### src/rtl/alu_pkg.sv
// alu_pkg: shared definitions for the 8051 ALU slice.
//   - ALU opcode encodings (4 bits; 14 and 15 are reserved)
//   - PSW bit positions
//   - handshake FSM state encoding
package alu_pkg;

   localparam logic [3:0] OP_ADD  = 4'd0;
   localparam logic [3:0] OP_ADDC = 4'd1;
   localparam logic [3:0] OP_INC  = 4'd2;
   localparam logic [3:0] OP_DEC  = 4'd3;
   localparam logic [3:0] OP_SUBB = 4'd4;
   localparam logic [3:0] OP_MUL  = 4'd5;
   localparam logic [3:0] OP_DIV  = 4'd6;
   localparam logic [3:0] OP_ANL  = 4'd7;
   localparam logic [3:0] OP_ORL  = 4'd8;
   localparam logic [3:0] OP_XRL  = 4'd9;
   localparam logic [3:0] OP_SETB = 4'd10;
   localparam logic [3:0] OP_CLR  = 4'd11;
   localparam logic [3:0] OP_CPL  = 4'd12;
   localparam logic [3:0] OP_MOV  = 4'd13;

   localparam int PSW_CY = 7;
   localparam int PSW_AC = 6;
   localparam int PSW_OV = 2;
   localparam int PSW_P  = 0;

   typedef enum logic {
      IDLE = 1'b0,
      RUN  = 1'b1
   } state_t;

endpackage

### src/rtl/alu_muldiv_iter.sv
// alu_muldiv_iter: iterative unsigned multiply / restoring divide engine.
// One bit per clock over DATA_W clocks, sharing one 2*DATA_W shift register
// ({hi, lo}) between both operations.
//   clk, rst_n  : clock, asynchronous active-low reset
//   load        : capture a/b/is_div and start a new operation
//   is_div      : 1 = divide a by b, 0 = multiply a by b
//   a, b        : operands
//   step_done   : high during the clock whose edge performs the last step
//   hi, lo      : shift-register contents after the step performed at the
//                 next edge; on step_done they are the final product
//                 (hi:lo) or remainder (hi) / quotient (lo)
module alu_muldiv_iter #(
   parameter int DATA_W = 8
) (
   input  logic              clk,
   input  logic              rst_n,
   input  logic              load,
   input  logic              is_div,
   input  logic [DATA_W-1:0] a,
   input  logic [DATA_W-1:0] b,
   output logic              step_done,
   output logic [DATA_W-1:0] hi,
   output logic [DATA_W-1:0] lo
);

   localparam int CNT_W = $clog2(DATA_W) + 1;

   logic              run_q;
   logic              div_q;
   logic [CNT_W-1:0]  cnt_q;
   logic [DATA_W-1:0] hi_q;
   logic [DATA_W-1:0] lo_q;
   logic [DATA_W-1:0] b_q;
   logic [DATA_W:0]   mul_sum;
   logic [DATA_W:0]   div_trial;
   logic [DATA_W:0]   div_diff;

   always_ff @(posedge clk or negedge rst_n) begin
      if (!rst_n) begin
         run_q <= 1'b0;
         cnt_q <= '0;
      end else if (load) begin
         run_q <= 1'b1;
         cnt_q <= '0;
      end else if (run_q) begin
         if (step_done) begin
            run_q <= 1'b0;
            cnt_q <= '0;
         end else begin
            cnt_q <= cnt_q + CNT_W'(1);
         end
      end
   end

   // Datapath registers carry no reset; they are only observed while running.
   always_ff @(posedge clk) begin
      if (load) begin
         hi_q  <= '0;
         lo_q  <= a;
         b_q   <= b;
         div_q <= is_div;
      end else if (run_q) begin
         hi_q <= hi;
         lo_q <= lo;
      end
   end

   always_comb begin
      // MUL: add multiplicand into the high half when the current LSB is set,
      // then shift the whole register right one place.
      mul_sum   = {1'b0, hi_q} + (lo_q[0] ? {1'b0, b_q} : {(DATA_W+1){1'b0}});
      // DIV: shift the next dividend bit into the partial remainder and try
      // a subtract; the remainder is always < b, so no borrow means fit.
      div_trial = {hi_q, lo_q[DATA_W-1]};
      div_diff  = div_trial - {1'b0, b_q};
      if (div_q) begin
         hi = div_diff[DATA_W] ? div_trial[DATA_W-1:0] : div_diff[DATA_W-1:0];
         lo = {lo_q[DATA_W-2:0], ~div_diff[DATA_W]};
      end else begin
         hi = mul_sum[DATA_W:1];
         lo = {mul_sum[0], lo_q[DATA_W-1:1]};
      end
   end

   assign step_done = run_q && (cnt_q == CNT_W'(DATA_W - 1));

endmodule

### src/rtl/alu_seq.sv
// alu_seq: multi-cycle ALU for the 8051 datapath with start/done handshake.
// Single-cycle ops finish the clock after start; MUL and DIV (b != 0) run in
// alu_muldiv_iter for DATA_W clocks while busy is high.
//   clk, rst_n      : clock, asynchronous active-low reset
//   start           : request, sampled only while idle
//   alu_op          : opcode (alu_pkg)
//   a_data, b_data  : operands A (ACC) and B
//   psw_in          : current PSW; CY is carry/borrow in
//   busy            : iterative op in progress
//   done            : one-cycle pulse, results valid from this cycle
//   ans, ans_hi     : result low / high (MUL high, DIV remainder, else 0)
//   psw_out         : updated PSW, held until the next done
module alu_seq
   import alu_pkg::*;
#(
   parameter int DATA_W = 8
) (
   input  logic              clk,
   input  logic              rst_n,
   input  logic              start,
   input  logic [3:0]        alu_op,
   input  logic [DATA_W-1:0] a_data,
   input  logic [DATA_W-1:0] b_data,
   input  logic [7:0]        psw_in,
   output logic              busy,
   output logic              done,
   output logic [DATA_W-1:0] ans,
   output logic [DATA_W-1:0] ans_hi,
   output logic [7:0]        psw_out
);

   state_t            state_q;
   state_t            state_d;
   logic              load;
   logic              accept_sc;
   logic              is_iter;
   logic              step_done;
   logic [DATA_W-1:0] iter_hi;
   logic [DATA_W-1:0] iter_lo;
   logic [7:0]        psw_l;
   logic              div_l;
   logic [7:0]        iter_psw;

   logic              cin;
   logic              cin_add;
   logic [DATA_W:0]   add_full;
   logic [4:0]        add_nib;
   logic [DATA_W:0]   sub_full;
   logic [4:0]        sub_nib;
   logic [DATA_W-1:0] sc_ans;
   logic [DATA_W-1:0] sc_hi;
   logic [7:0]        sc_psw;

   alu_muldiv_iter #(.DATA_W(DATA_W)) u_iter (
      .clk       (clk),
      .rst_n     (rst_n),
      .load      (load),
      .is_div    (alu_op == OP_DIV),
      .a         (a_data),
      .b         (b_data),
      .step_done (step_done),
      .hi        (iter_hi),
      .lo        (iter_lo)
   );

   // Divide by zero is resolved in one clock, so only nonzero-B DIV iterates.
   assign is_iter = (alu_op == OP_MUL) || ((alu_op == OP_DIV) && (b_data != '0));

   always_comb begin
      state_d   = state_q;
      load      = 1'b0;
      accept_sc = 1'b0;
      case (state_q)
         IDLE: begin
            if (start) begin
               if (is_iter) begin
                  state_d = RUN;
                  load    = 1'b1;
               end else begin
                  accept_sc = 1'b1;
               end
            end
         end
         RUN: begin
            if (step_done) state_d = IDLE;
         end
         default: state_d = IDLE;
      endcase
   end

   always_comb begin
      cin      = psw_in[PSW_CY];
      cin_add  = (alu_op == OP_ADDC) && cin;
      add_full = {1'b0, a_data} + {1'b0, b_data} + {{DATA_W{1'b0}}, cin_add};
      add_nib  = {1'b0, a_data[3:0]} + {1'b0, b_data[3:0]} + {4'b0, cin_add};
      sub_full = {1'b0, a_data} - {1'b0, b_data} - {{DATA_W{1'b0}}, cin};
      sub_nib  = {1'b0, a_data[3:0]} - {1'b0, b_data[3:0]} - {4'b0, cin};
      sc_ans   = a_data;
      sc_hi    = '0;
      sc_psw   = psw_in;
      case (alu_op)
         OP_ADD, OP_ADDC: begin
            sc_ans         = add_full[DATA_W-1:0];
            sc_psw[PSW_CY] = add_full[DATA_W];
            sc_psw[PSW_AC] = add_nib[4];
            sc_psw[PSW_OV] = (a_data[DATA_W-1] == b_data[DATA_W-1]) &&
                             (add_full[DATA_W-1] != a_data[DATA_W-1]);
         end
         OP_SUBB: begin
            sc_ans         = sub_full[DATA_W-1:0];
            sc_psw[PSW_CY] = sub_full[DATA_W];
            sc_psw[PSW_AC] = sub_nib[4];
            sc_psw[PSW_OV] = (a_data[DATA_W-1] != b_data[DATA_W-1]) &&
                             (sub_full[DATA_W-1] != a_data[DATA_W-1]);
         end
         OP_INC:  sc_ans = a_data + DATA_W'(1);
         OP_DEC:  sc_ans = a_data - DATA_W'(1);
         OP_ANL:  sc_ans = a_data & b_data;
         OP_ORL:  sc_ans = a_data | b_data;
         OP_XRL:  sc_ans = a_data ^ b_data;
         OP_SETB: sc_ans = DATA_W'(1);
         OP_CLR:  sc_ans = '0;
         OP_CPL:  sc_ans = ~a_data;
         OP_MOV:  sc_ans = b_data;
         OP_DIV: begin
            sc_ans         = '1;
            sc_hi          = a_data;
            sc_psw[PSW_CY] = 1'b0;
            sc_psw[PSW_OV] = 1'b1;
         end
         default: sc_ans = a_data;
      endcase
      sc_psw[PSW_P] = ^sc_ans;
   end

   always_comb begin
      iter_psw         = psw_l;
      iter_psw[PSW_CY] = 1'b0;
      iter_psw[PSW_OV] = div_l ? 1'b0 : (iter_hi != '0);
      iter_psw[PSW_P]  = ^iter_lo;
   end

   // Flags and op kind for iterative ops are captured at acceptance.
   always_ff @(posedge clk) begin
      if (load) begin
         psw_l <= psw_in;
         div_l <= (alu_op == OP_DIV);
      end
   end

   always_ff @(posedge clk or negedge rst_n) begin
      if (!rst_n) begin
         state_q <= IDLE;
         done    <= 1'b0;
         ans     <= '0;
         ans_hi  <= '0;
         psw_out <= '0;
      end else begin
         state_q <= state_d;
         done    <= accept_sc || ((state_q == RUN) && step_done);
         if (accept_sc) begin
            ans     <= sc_ans;
            ans_hi  <= sc_hi;
            psw_out <= sc_psw;
         end else if ((state_q == RUN) && step_done) begin
            ans     <= iter_lo;
            ans_hi  <= iter_hi;
            psw_out <= iter_psw;
         end
      end
   end

   assign busy = (state_q == RUN);

endmodule

### config.mk
export PLATFORM = sky130hd
export DESIGN_NAME = alu_seq
export DESIGN_NICKNAME = d
export VERILOG_FILES = /design/src/rtl/alu_pkg.sv /design/src/rtl/alu_muldiv_iter.sv /design/src/rtl/alu_seq.sv
export SDC_FILE = /design/constraint.sdc
export NUM_CORES = 1
export LEC_CHECK = 0
export ABC_AREA = 1
export CAP_MARGIN = 25
export CORE_MARGIN = 2
export CORE_UTILIZATION = 60
export DETAILED_ROUTE_END_ITERATION = 8
export GPL_TIMING_DRIVEN = 0
export HOLD_SLACK_MARGIN = 0.03
export PLACE_DENSITY = 0.8
export SLEW_MARGIN = 20
export SYNTH_ARGS = -nofsm -noshare
export SYNTH_HDL_FRONTEND = slang
export SYNTH_SLANG_ARGS = --single-unit
### constraint.sdc
create_clock -name clk -period 8.4 [get_ports clk]
set_clock_uncertainty 0.1 [all_clocks]
set_input_delay 1.68 -clock clk [delete_from_list [all_inputs] [get_ports clk]]
set_output_delay 1.68 -clock clk [all_outputs]
set_load 0.05 [all_outputs]
==> flow_summary_export.csv, run 1 <==
group,metric,value,unit
outcome,outcome,"finished clean",
critical_path,cp-end-kind,"register",
place,place_inst,1009,
clock_tree,postCtsHoldBufs,0,
clock_tree,clk_latency,0.34,ns
die,dieArea,0.0102,mm2
timing,max_slew.worst_pin.slew,0.712,ns
timing,post-route-min-period,5.45,ns
worst_hold_path,hold_path_startpoint,"ans_hi[5]",
global_routing,overflow,0,
power,internal_power,955,uW
die,io_pins,57,
die,fp-row-count,35,
yosys,synth_top_area_share,16.8,%
yosys,syn_area,0.00564,mm2
global_routing,first_global_vias,5578,
die,start_util,61.3,%
critical_path,worst-path-max-fanout,8,
place,postPlaceCellArea,0.00633,mm2
global_routing,grt_max_degree,32,
place,numPortBuffers,55,
critical_path,cp.buffers_inverters,5,
drt,antenna_left,0,
global_routing,grt_use_total,34.4,%
critical_path,r2r-start,"u_iter.b_q[0]",
yosys,ys_top_cells_by_area,"nand2_1, dfrtp_1, edfxtp_1, ha_1, inv_1",
layout,stdcell_count,1025,
yosys,synth_edf_count,22,
critical_path,arrival,5.63,ns
yosys,yosys-top-cells-count,"nand2_1, inv_1, nor2_1",
yosys,synth_top_flop_cell,"dfrtp_1",
critical_path,path_cells,"clkdlybuf4s50_1 -> clkbuf_1 -> inv_1 -> ha_1 -> ha_1 -> a21oi_1 -> nand2_1 -> or2_2 -> nand3_1 -> nand3_1 -> nor2_1 -> nand2_1 -> nand2_1 -> inv_1 -> nand2_1 -> nand2_1 -> inv_1 -> nand2_1 -> nand2_1 -> nand2_1 -> nand2_1 -> nand2_1 -> a21oi_2",
layout,num_antenna_cells,0,
place,pre_cts_slack,2.67,ns
clock_tree,h-tree-depth,3,
drt,drt_iter0_drc,480,
die,die_w,101,um
yosys,syn-num-nets,927,
timing,hold_viol,0,
layout,drive_gt1_share,5.80,%
layout,syn2layout_area_growth,15.7,%
critical_path,cp-start-kind,"input pin",
yosys,synthArstFlopShare,50.8,%
yosys,synthDistinctLibCells,49,
run,drv_cap,0,
die,design.core.area,0.00920,mm2
power,peakVddDrop,150,uV
drt,finalWirelength,16800,um
drt,viasPerCell,5.89,
die,die_h,101,um
critical_path,critical_path.top_delay_family,"buffers and inverters",
place,hpwl,13100,um
timing,fmax,184,MHz
yosys,synth.most_common_cell,"nand2_1",
clock_tree,clock_sinks,61,
critical_path,startpoint,"a_data[3]",
power,power.density,292,mW/mm2
critical_path,critPathMaxStageDelay,0.52,ns
critical_path,worst-setup-path-type,"input pin to register",
critical_path,required,8.58,ns
yosys,avgSynthCellArea,6.70,um2
clock_tree,clk_pin_slew,0.07,ns
power,p_sw_share,49.9,%
global_routing,grt_pass1_wl,27200,um
timing,setup_viol,0,
drt,vias,6042,
power,p_leak,3.30,nW
power,p_comb_share,59.9,%
worst_hold_path,min_path_type,"register to register",
layout,fin_nets,994,
clock_tree,cts_tree,"done",
drt,drc_errors,0,
clock_tree,clock_path_buffers,2,
drt,routedWlPerCell,16.4,um
yosys,ys_seq_area_share,28.3,%
critical_path,r2r_setup_slack,5.25,ns
clock_tree,clockRootBuffer,"clkbuf_8",
power,clkPwrFrac,13.4,%
power,finalPower,1.91,mW
global_routing,antenna_found_initial,0,
drt,dr.pass1.iters,7,
place,place.gp.congestion,0.934,
critical_path,crit_path_top_delay_cell,"clkbuf_1",
yosys,yosysWarnings,0,
timing,rsz0062_at_grt,"false",
power,p_seq_share,26.6,%
timing,tns,0,ns
yosys,synth_largest_area_cell,"nand2_1",
yosys,ys_ff_latch,61,
timing,final_max_slew_viol_count,0,
yosys,syn_inst,842,
clock_tree,post_cts_resize_count,0,
layout,final_cell_area,0.00653,mm2
timing,finalCritPeriodShare,64.9,%
clock_tree,cts_buffers,9,
clock_tree,cts_setup_buffers,0,
timing,layout_setup_ws,2.95,ns
timing,slew_headroom,52.6,%
critical_path,crit_top_cell,"nand2_1",
power,power_switching,951,uW
-- area by class of cell --
cell class | instances | area, um2
inverter | 120 | 452
multi-input combinational | 646 | 3520
clock buffer | 10 | 128
buffer | 15 | 71.3
fill | 796 | 2670
clock inverter | 6 | 63.8
timing repair buffer | 56 | 557
sequential | 61 | 1600
tap | 111 | 139
-- through the flow --
step | hold WS (ns) | utilization (%)
floorplan | 0.342 | -
global placement | 0.350 | 68.8
detailed placement | 0.365 | 68.9
CTS | 0.384 | 71.0
global route | 0.408 | 71.0
finish | 0.379 | 71.0
-- cells by family (layout without fill, tap and decap cells) --
logic type      count (synthesis)  count (layout)  synth area share (%)
simple gates                  444             444                  33.4
buf+inv                       135             207                  9.27
compound gates                129             129                  13.2
flops                          61              61                  28.3
fa+ha+maj                      54              54                  12.8
xor+xnor                       18              18                  2.80
mux                             1               1                 0.178
-- flip-flops by register name (all words and copies together) (netlist names) --
signal        count
u_iter.div_q      1
done              1
ans               8
psw_out           8
u_iter.hi_q       8
u_iter.lo_q       8
u_iter.run_q      1
ans_hi            8
u_iter.b_q        8
busy              1
psw_l             5
u_iter.cnt_q      4
-- metal layers --
layer	share of wire [%]	routed length, um	up-vias	GRT usage (%)
li1	-	-	2893	-
met1	39	6630	2731	43.7
met3	9.0	1510	73	3.95
met5	0	0	-	0
met2	47	7850	345	57.6
met4	5.1	857	0	17.8
-- power by group through the flow --
stage	Clock, mW	Combinational [mW]	Sequential [mW]
after CTS	0.255	1.13	0.505
after detailed placement	0	1.12	0.510
after global routing	0.268	1.25	0.521
final	0.256	1.14	0.508
after floorplan	0	0.601	0.700
after global placement	0	1.09	0.506
-- cells in the final DEF, fill, tap and decap left out, types with 8 or more instances in the layout --
cell / synthesis / final
o211ai_1: 11 / 11
inv_1: 111 / 111
nor2_1: 74 / 74
nor3_1: 8 / 8
nand3_1: 71 / 71
clkdlybuf4s50_1: 0 / 54
a31oi_1: 8 / 8
clkbuf_1: 9 / 10
o21ai_0: 52 / 52
a21oi_1: 33 / 33
nand2_1: 252 / 252
dfxtp_1: 8 / 8
ha_1: 48 / 48
nand4_1: 12 / 12
edfxtp_1: 22 / 22
clkbuf_8: 0 / 9
dfrtp_1: 31 / 31
xor2_1: 15 / 15
-- path summary, 6_finish.rpt --
check | to | cells past startpoint
worst max-delay path | psw_out[0] | 23
worst min-delay path | ans_hi[5] | 2
worst max register to register | psw_out[2] | 14
worst min register to register | ans_hi[5] | 2
max in group asynchronous | ans[7] | 1
min in group asynchronous | ans_hi[0] | 1
-- worst min-delay path, delay by kind of cell, from the launching register on --
family / cells / cell delay (ns)
AND/OR/NAND/NOR: 2 / 0.10
flip-flops: 1 / 0.34
(Power assumes the default switching activity.)
==> inputs of run 2 (changes only) <==
Settings changed: CORE_UTILIZATION 60 to 53, PLACE_DENSITY 0.8 to 0.75.
Clock period 8.4 ns to 4.8 ns, I/O delays scaled along.
==> run 2 against run 1 <==
Compared with the run above:
- flip-flop and latch count stayed put
- critical path depth is 2 lower
- register-to-register slack got worse by 3.6 ns
- sequential power grew 76%
- largest cell class unchanged
- clock power grew 100%
==> flow_summary_export.csv, run 2 (synthesis results as in run 1) <==
group,metric,value,unit
layout,final_util,63.9,%
drt,wl_met3,1240,um
layout,fill_cells,946,
clock_tree,cts_tree,"done",
critical_path,worst-path-max-fanout,8,
global_routing,grt_max_degree,32,
die,fp-row-count,37,
drt,met1_length,7260,um
power,finalPower,3.41,mW
global_routing,grt_pass1_wl,28400,um
die,io_pins,57,
drt,drc_errors,0,
global_routing,first_global_vias,5735,
power,power.density,517,mW/mm2
timing,rsz0062_at_grt,"false",
place,hpwl,14300,um
drt,highest_layer,"met5",
global_routing,grt_use_total,32.1,%
timing,slew_headroom,53.2,%
global_routing,overflow,0,
drt,dr.pass1.iters,5,
worst_hold_path,min_path_type,"register to register",
die,die_w,107,um
die,start_util,54.6,%
layout,drive_gt1_share,5.91,%
clock_tree,clockRootBuffer,"clkbuf_8",
timing,setup_viol,0,
layout,stdcell_count,1050,
drt,routed-wl-met2,8630,um
run,drv_cap,0,
critical_path,arrival,4.72,ns
layout,syn2layout_area_growth,16.9,%
die,die_h,107,um
die,design.core.area,0.0103,mm2
layout,num_antenna_cells,0,
critical_path,cp-start-kind,"input pin",
drt,drt_iter0_drc,550,
drt,antenna_left,0,
critical_path,worst-setup-path-type,"input pin to register",
place,numPortBuffers,55,
clock_tree,clk_pin_slew,0.07,ns
place,place.gp.congestion,0.970,
clock_tree,clk_latency,0.35,ns
place,place_inst,1034,
drt,vias,5877,
critical_path,required,4.98,ns
timing,post-route-min-period,4.53,ns
layout,seq_area,0.00160,mm2
drt,finalWirelength,17900,um
timing,finalCritPeriodShare,94.4,%
global_routing,antenna_found_initial,1,
power,p_leak,3.32,nW
clock_tree,clock_sinks,61,
drt,viasPerCell,5.60,
outcome,outcome,"finished clean",
clock_tree,h-tree-depth,3,
die,dieArea,0.0115,mm2
layout,fin_nets,994,
layout,layout_commonest_cell,"nand2_1",
critical_path,cp-end-kind,"register",
timing,fmax,221,MHz
drt,routedWlPerCell,17.1,um
power,peakVddDrop,385,uV
timing,final_max_slew_viol_count,0,
clock_tree,clock_path_buffers,2,
layout,multi_input_area,0.00352,mm2
timing,max_slew.worst_pin.slew,0.703,ns
layout,final_cell_mix,"nand2_1, inv_1, nor2_1, nand3_1, clkdlybuf4s50_1",
timing,hold_viol,0,
clock_tree,cts_buffers,9,
run 2: worst max-delay path, stage by stage:
cell and delay (ns):
clkdlybuf4s50_1 0.79, inv_1 0.22, fa_1 0.53, fa_1 0.44, o31ai_1 0.40, nand2_1 0.09
nand2_1 0.07, nor2_1 0.04, nor2_1 0.25, nand2_1 0.09, nand2_1 0.13, inv_1 0.05
nand2_1 0.06, nand2_1 0.06, inv_1 0.06, nand2_1 0.07, nand2_1 0.08, nand2_1 0.05
nand2_1 0.09, nand2_1 0.08, a21oi_2 0.11
run 2: power by group:
part | leakage [nW] | switching [mW] | internal (mW) | total (mW)
logic | 2.57 | 1.32 | 0.685 | 2.00
registers | 0.642 | 0.146 | 0.749 | 0.895
clock network | 0.106 | 0.208 | 0.305 | 0.513
run 2: per-stage QoR:
step	setup TNS [ns]	hold WS [ns]	cell area, um2	setup slack (ns)
after floorplan	0	0.342	5640	1.26
after global placement	-0.159	0.353	6360	-0.159
after detailed placement	-0.372	0.364	6370	-0.292
after CTS	0	0.385	6590	0.0650
after global routing	0	0.406	6590	0.0687
final	0	0.382	6590	0.268
run 2: final cells by class:
class                   count  share of cell area, %
flip-flops and latches     61                   24.2
well taps                 136                   2.58
clock buffers              10                   2.09
inverters                 120                   6.85
repair buffers             56                   8.50
plain buffers              15                   1.10
multi-input cells         646                   53.4
clock inverters             6                   1.29
run 2: final timing paths:
| check | end | cells after the start | slack [ns] | from |
|---|---|---|---|---|
| worst min register to register | psw_out[5] | 2 | 0.38 | psw_l[5] |
| max in group asynchronous | ans_hi[1] | 1 | 3.60 | rst_n |
| worst max-delay path | psw_out[0] | 21 | 0.27 | a_data[0] |
| worst max register to register | psw_out[2] | 14 | 1.65 | u_iter.b_q[0] |
| min in group asynchronous | busy | 1 | 0.55 | rst_n |
| worst min-delay path | psw_out[5] | 2 | 0.38 | psw_l[5] |
run 2: per-layer routing:
layer / GRT usage [%] / up-vias
met3: 5.47 / 52
li1: - / 2892
met2: 53.9 / 233
met1: 39.1 / 2698
met5: 0 / -
met4: 16.9 / 2
run 2: what timing repair did:
action                                  CTS  global route
endpoints found under the setup margin    0             2
resized for setup                         0             2
setup buffers                             0             0
hold endpoints to repair                  0             0
hold buffers                              0             0
==> inputs of run 3 (changes only) <==
Settings changed: CORE_UTILIZATION 53 to 30, PLACE_DENSITY 0.75 to 0.46.
==> run 3 against run 2 <==
Compared with the run above:
- final area rose by 2.8%
- critical path depth rose by 1
- global-route usage fell by 12 points
- combinational power barely moved
- hold slack got worse by 0.022 ns
- register-to-register slack got worse by 0.15 ns
- largest cell class unchanged
- clock-buffer cell count fell by 1
- power rose by 2.4%
- worst setup slack improved by 0.071 ns
- first-iteration DRC count fell by 27%
- clock power rose by 16%
- maximum frequency rose by 1.6%
- largest power group unchanged
==> flow_summary_export.csv, run 3 (synthesis results as in run 1) <==
group,metric,value,unit
power,clkPwrFrac,17.0,%
drt,drt_iter0_drc,401,
timing,layout_setup_ws,0.339,ns
power,power_switching,1.71,mW
timing,finalCritPeriodShare,92.9,%
die,fp-row-count,50,
layout,final_cell_mix,"nand2_1, inv_1, nor2_1, nand3_1, clkdlybuf4s50_1",
global_routing,grtUsageMet3,2.34,%
place,pre_cts_slack,-0.239,ns
timing,final_max_slew_viol_count,0,
timing,fmax,224,MHz
critical_path,worst-setup-path-type,"input pin to register",
layout,stdcell_count,1148,
power,p_seq_share,25.5,%
global_routing,overflow,0,
timing,hold_viol,0,
layout,final_util,36.5,%
timing,max_slew.worst_pin.slew,0.698,ns
worst_hold_path,min_path_type,"register to register",
critical_path,arrival,4.63,ns
timing,slew_headroom,52.9,%
power,p_leak,3.37,nW
power,p_sw_share,49.1,%
clock_tree,cts_tree,"done",
drt,dr.pass1.iters,5,
power,internal_power,1.78,mW
layout,syn2layout_area_growth,20.2,%
clock_tree,clock_sinks,61,
layout,fill_cells,2037,
timing,post-route-min-period,4.46,ns
clock_tree,clk_pin_slew,0.06,ns
clock_tree,h-tree-depth,3,
power,peakVddDrop,158,uV
timing,rsz0062_at_grt,"false",
die,die_h,141,um
power,p_comb_share,57.5,%
clock_tree,postCtsHoldBufs,0,
global_routing,first_global_vias,5427,
clock_tree,clockRootBuffer,"clkbuf_16",
critical_path,required,4.97,ns
outcome,outcome,"finished clean",
global_routing,antenna_found_initial,0,
critical_path,worst-path-max-fanout,7,
layout,drive_gt1_share,6.02,%
die,design.core.area,0.0186,mm2
global_routing,gr-max-usage-layer,"met2",
place,numPortBuffers,55,
drt,finalWirelength,19400,um
global_routing,met2_usage,32.7,%
clock_tree,cts_buffers,9,
place,hpwl,15300,um
clock_tree,clk_latency,0.34,ns
clock_tree,cts_setup_buffers,0,
layout,num_antenna_cells,0,
run,drv_cap,0,
timing,fin_hold_ws,0.360,ns
drt,drc_errors,0,
global_routing,grt_max_degree,24,
die,io_pins,57,
critical_path,cp-end-kind,"register",
die,start_util,30.4,%
place,place.gp.congestion,0.885,
power,power.density,516,mW/mm2
die,dieArea,0.0199,mm2
drt,routedWlPerCell,16.9,um
drt,viasPerCell,4.91,
place,place_inst,1132,
drt,antenna_left,0,
layout,fin_nets,994,
layout,layout_commonest_cell,"nand2_1",
drt,vias,5638,
global_routing,grt_pass1_wl,30500,um
timing,setup_viol,0,
clock_tree,clock_path_buffers,2,
global_routing,grt_use_total,20.1,%
global_routing,grt_use_met1,27.7,%
critical_path,cp-start-kind,"input pin",
die,die_w,141,um
==> run 3: layout make-up <==
type	count	area, um2	area share [%]
clock inverter	7	41.3	0.609
sequential	61	1600	23.6
buffer	15	73.8	1.09
tap	234	293	4.32
inverter	120	452	6.67
timing repair buffer	56	576	8.49
multi-input combinational	646	3520	51.9
clock buffer	9	225	3.32
==> run 3: final timing paths <==
kind | slack, ns | cells after the start | startpoint | to
min | 0.36 | 2 | psw_l[3] | psw_out[3]
max | 0.34 | 22 | alu_op[3] | psw_out[0]
min reg2reg | 0.36 | 2 | psw_l[3] | psw_out[3]
min in group asynchronous | 0.41 | 1 | rst_n | done
max in group asynchronous | 3.78 | 2 | rst_n | ans[6]
max reg2reg | 1.50 | 14 | u_iter.b_q[0] | psw_out[2]
==> run 3: worst max-delay path: stages <==
cell and delay, ns:
clkdlybuf4s50_1 0.50, nor2_2 0.33, nand3_1 0.16, fa_1 0.45
fa_1 0.44, o31ai_1 0.49, nand2_1 0.09, nand2_1 0.07
nor2_1 0.04, nor2_1 0.24, nand2_1 0.08, nand2_1 0.12
inv_1 0.05, nand2_1 0.06, nand2_1 0.06, inv_1 0.05
nand2_1 0.05, nand2_1 0.06, nand2_1 0.04, nand2_1 0.09
nand2_1 0.07, a21oi_2 0.10
==> run 3: power groups by stage <==
stage | Clock, mW | Combinational, mW | Sequential, mW
4_1_cts | 0.604 | 2.02 | 0.893
3_3_place_gp | 0 | 2.01 | 0.906
2_1_floorplan | 0 | 1.05 | 1.22
6_report | 0.593 | 2.01 | 0.893
5_1_grt | 0.629 | 2.24 | 0.918
3_5_place_dp | 0 | 2.01 | 0.900
==> run 3: through the flow <==
stage | setup TNS [ns] | total power, mW | instance area [um2]
6_report | 0 | 3.49 | 6780
5_1_grt | 0 | 3.79 | 6780
4_1_cts | 0 | 3.52 | 6770
3_5_place_dp | -0.239 | 2.91 | 6510
3_3_place_gp | -0.266 | 2.92 | 6480
2_1_floorplan | 0 | 2.28 | 5640
==> run 3: metal layers <==
metal  vias to the layer above  wire length (um)
met5                         -                 0
met4                         0               379
met3                        24               685
met2                       106              8990
met1                      2610              9370
li1                       2898                 -
==> run 3: what timing repair did <==
action / 4_1_cts / 5_1_grt
setup endpoints to repair: 0 / 1
hold endpoints to repair: 0 / 0
gates resized for setup: 0 / 3
